### config.mk
export PLATFORM = sky130hd
export DESIGN_NAME = elastic_pipe_buffer
export DESIGN_NICKNAME = d
export VERILOG_FILES = /design/src/rtl/elastic_pipe_buffer.sv
export SDC_FILE = /design/constraint.sdc
export NUM_CORES = 1
export LEC_CHECK = 0
export ABC_AREA = 1
export BUFFER_PORTS_ARGS = -buffer_cell sky130_fd_sc_hd__buf_2
export CORE_ASPECT_RATIO = 1.2
export CORE_UTILIZATION = 45
export CTS_BUF_LIST = sky130_fd_sc_hd__clkbuf_8
export CTS_CLUSTER_DIAMETER = 60
export CTS_CLUSTER_SIZE = 14
export DETAILED_ROUTE_END_ITERATION = 6
export GPL_ROUTABILITY_DRIVEN = 1
export PLACE_DENSITY = 0.74
export SETUP_SLACK_MARGIN = 0.3
export SLEW_MARGIN = 5
export SYNTH_ARGS = -nofsm -noshare
export SYNTH_HDL_FRONTEND = slang
export SYNTH_SLANG_ARGS = --single-unit
### constraint.sdc
create_clock -name Clk -period 6.4 [get_ports Clk]
set_input_delay 1.28 -clock Clk [delete_from_list [all_inputs] [get_ports Clk]]
set_output_delay 1.28 -clock Clk [all_outputs]
set_load 0.03 [all_outputs]
### src/rtl/elastic_pipe_buffer.sv
// ---------------------------------------------------------------------------
// elastic_pipe_buffer
//   Small circular FIFO used as an elastic stage between two pipeline steps.
//   Words enter at the tail and leave from the head in strict order. Flush
//   squashes everything held (branch/jump). Out is forced to zero while
//   empty so an empty stage presents a NOP bubble downstream.
//
//   Parameters
//     WIDTH     bits per pipeline word
//     DEPTH     number of storage entries (1..16, any value)
//
//   Ports
//     Clk       single clock, rising edge
//     Rst       synchronous active-high reset (highest priority)
//     In        word offered by the upstream stage
//     In_valid  upstream word valid
//     In_ready  buffer can accept a word (Count < DEPTH), registered-only
//     Out       head word, zero when empty
//     Out_valid Out holds a valid word (Count > 0), registered-only
//     Out_ready downstream accepts Out this cycle
//     Flush     discard all held words (priority over push/pop)
//     Count     number of words currently held
// ---------------------------------------------------------------------------
module elastic_pipe_buffer #(
  parameter int WIDTH = 64,
  parameter int DEPTH = 2
) (
  input  logic                       Clk,
  input  logic                       Rst,
  input  logic [WIDTH-1:0]           In,
  input  logic                       In_valid,
  output logic                       In_ready,
  output logic [WIDTH-1:0]           Out,
  output logic                       Out_valid,
  input  logic                       Out_ready,
  input  logic                       Flush,
  output logic [$clog2(DEPTH+1)-1:0] Count
);

  // Pointer width kept at least one bit so DEPTH=1 still elaborates.
  localparam int PW = (DEPTH > 1) ? $clog2(DEPTH) : 1;
  localparam int CW = $clog2(DEPTH + 1);

  logic [WIDTH-1:0] mem_q [DEPTH];
  logic [PW-1:0]    head_q, head_d;
  logic [PW-1:0]    tail_q, tail_d;
  logic [CW-1:0]    count_q, count_d;
  logic             push, pop;

  // Explicit wrap so non-power-of-two depths stay modulo DEPTH.
  function automatic logic [PW-1:0] ptr_inc(input logic [PW-1:0] p);
    return (p == PW'(DEPTH - 1)) ? '0 : p + 1'b1;
  endfunction

  // Handshake flags come only from registered state, so neither ready nor
  // valid has a combinational path from the opposite side.
  assign In_ready  = (count_q < CW'(DEPTH));
  assign Out_valid = (count_q != '0);
  assign Count     = count_q;

  assign push = In_valid && In_ready;
  assign pop  = Out_valid && Out_ready;

  always_comb begin
    head_d  = head_q;
    tail_d  = tail_q;
    count_d = count_q;
    if (Flush) begin
      head_d  = '0;
      tail_d  = '0;
      count_d = '0;
    end else begin
      if (push) tail_d = ptr_inc(tail_q);
      if (pop)  head_d = ptr_inc(head_q);
      unique case ({push, pop})
        2'b10:   count_d = count_q + CW'(1);
        2'b01:   count_d = count_q - CW'(1);
        default: count_d = count_q;
      endcase
    end
  end

  always_ff @(posedge Clk) begin
    if (Rst) begin
      head_q  <= '0;
      tail_q  <= '0;
      count_q <= '0;
    end else begin
      head_q  <= head_d;
      tail_q  <= tail_d;
      count_q <= count_d;
    end
  end

  // Storage is not reset: an empty buffer masks it on Out anyway.
  genvar gi;
  generate
    for (gi = 0; gi < DEPTH; gi++) begin : g_entry
      always_ff @(posedge Clk) begin
        if (!Rst && !Flush && push && (tail_q == PW'(gi))) begin
          mem_q[gi] <= In;
        end
      end
    end
  endgenerate

  // Head read; empty buffer shows the all-zero NOP bubble.
  always_comb begin
    Out = '0;
    for (int i = 0; i < DEPTH; i++) begin
      if (Out_valid && (head_q == PW'(i))) Out = mem_q[i];
    end
  end

endmodule

==> flow_summary.ini <==
[synth]
synth_nets = 454
ys_top_cells_by_count = 129 x nand3_1, 128 x edfxtp_1, 70 x nand2_1
yosys.area.top_type = edfxtp_1
ys.flop_type = edfxtp_1
ys_ff_latch = 132
seq_area_frac_synth = 0.760
yosysMostFrequentCell = nand3_1
synthTopCellsByArea = edfxtp_1 74%, nand3_1 13%, nand2_1 5.1%
syn_area_sq_um = 5160
synth-edff-count = 128
syn_inst = 384
async_reset_ff_frac = 0
syn_area_per_cell_sq_um = 13.4
ys_warn_count = 0
ys_types = 18
synth_top_area_share = 0.745

[timing]
finalClockSkew_ns = 0.0103
max_freq_ghz = 0.269
fin_crit_sh = 0.581
maxSlewViolCount = 0
final-hold-violation-count = 0
fin_tns_setup_ns = 0
slew-limit-headroom = 0.159
min_period_ns = 3.72
rsz0062_at_grt = false
setup_viol = 0
worstMarginPinSlew_ns = 1.26

[cts]
root_buffer = clkbuf_8
cts_buffer_depth = 2
cts_tree = built
numClockSinks = 132
clk_pin_slew_ns = 0.08
cts_setup_buffers = 0
cts_resized = 0
holdBufCountCts = 0
cts_buffers = 17
h-tree-depth = 4
worstSkewPairLatency_ns = 0.44

[worst_setup_path]
r2r-start = Count[0]
cp.arrival_ns = 2.44
cp.required_ns = 5.12
end_kind = output port
crit_start = Count[0]
critPathKind = reg2out
start_kind = flop
r2r_setup_slack_ns = 4.11
critical_path.max_fanout = 130

[power_and_ir_drop]
power.density_nw_per_um2 = 306
ir_drop_mv = 0.175
power_leakage_nw = 2.67
power_mw = 1.94

[global_routing]
grtUsageTotal = 0.178
overflow = 0
grt_pass1_vias = 3267
grt_first_pass_wirelength_mm = 15.5
antenna_found_initial = 0
grt_max_degree = 131

[finish]
drive_gt1_frac = 0.338
layout.nets = 584
synthToLayoutAreaGrowth_pct = 22.8
antenna_cells = 0
fillers = 902

[detailed_routing]
drt_iter0_drc = 164
vias_per_cell = 5.03
drc_errors = 0
postRouteWirelength_mm = 10.2
avgRoutedWirePerCell_microns = 15.0
dr.pass1.iters = 5
ant_nets = 0
via_count = 3428

[die]
die-area_sq_um = 11900
start_util = 0.466
coreArea_sq_um = 11100
die_h_microns = 119
chipWidth_microns = 99.8
rows = 42
io_pins = 137

[run]
drv_cap = 0

[placement]
dp_hpwl_mm = 5.90
io_buffers = 136
place_congestion = 0.686

[worst_hold_path]
hp-class = reg2reg
min-delay-start = tail_q

[status]
status = complete, no violations
-- critical path: stages, from the launching register on --
cell and delay, ns:
dfxtp_1 0.41, inv_2 0.09, nand2_4 0.80, nand3_1 0.19, nand2_1 0.14, buf_2 0.20
-- where the power goes --
part	switching, mW	internal, mW	leakage, nW	total, mW
Clock	0.317	0.499	0.231	0.816
Sequential	0.00426	0.966	1.20	0.970
Combinational	0.111	0.0425	1.25	0.154
Total	0.432	1.51	2.67	1.94
-- cell families (layout without fill, tap and decap cells) --
kind of cell,after synthesis,after routing,synth area share
compound gates,4,4,0.00388
flops,132,132,0.760
fa+ha+maj,1,1,0.00242
buf+inv,36,179,0.0463
simple gates,211,211,0.187
-- cell usage in the layout (no fill, tap or decap), drive strengths merged --
cell / instances
clkinvlp: 2
inv: 9
buf: 139
nor3: 1
dfxtp: 4
ha: 1
edfxtp: 128
nor2: 8
nand3: 129
clkbuf: 17
o21ai: 2
bufinv: 6
nand2: 72
clkinv: 6
nand4: 1
a21oi: 2
-- layer usage --
| metal | part of all wire | GRT usage | up-vias |
|---|---|---|---|
| li1 | - | - | 1661 |
| met1 | 0.40 | 0.195 | 1628 |
| met2 | 0.53 | 0.313 | 123 |
| met5 | 0 | 0 | - |
| met4 | 0.017 | 0.0772 | 0 |
| met3 | 0.051 | 0.0563 | 16 |
-- worst paths after layout --
kind,cells past startpoint,end
max reg2reg,10,Count[1]
min reg2reg,2,tail_q
max,5,Out[60]
min,2,tail_q
-- cell type report --
type	count	area, sq um	share of cell area
timing repair buffer	139	703	0.111
inverter	8	30.0	0.00474
multi-input combinational	216	1020	0.161
sequential	132	3930	0.619
clock inverter	15	235	0.0371
tap	154	193	0.0304
clock buffer	17	234	0.0369
-- through the flow --
step	setup WS, ns	hold slack [ns]	area, sq um	instances	util
after CTS	2.69	0.492	6340	681	0.572
final	2.68	0.488	6340	681	0.572
after global placement	3.00	0.458	5870	649	0.529
after floorplan	1.68	0.441	5170	384	-
after detailed placement	2.91	0.481	5870	649	0.529
after global routing	2.46	0.519	6340	681	0.572
-- state kept, by name (all words and copies together), names as in the netlist --
| name | flops |
|---|---|
| mem_q | 128 |
| tail_q | 1 |
| head_q | 1 |
| Count | 2 |
(Power assumes the default switching activity.)
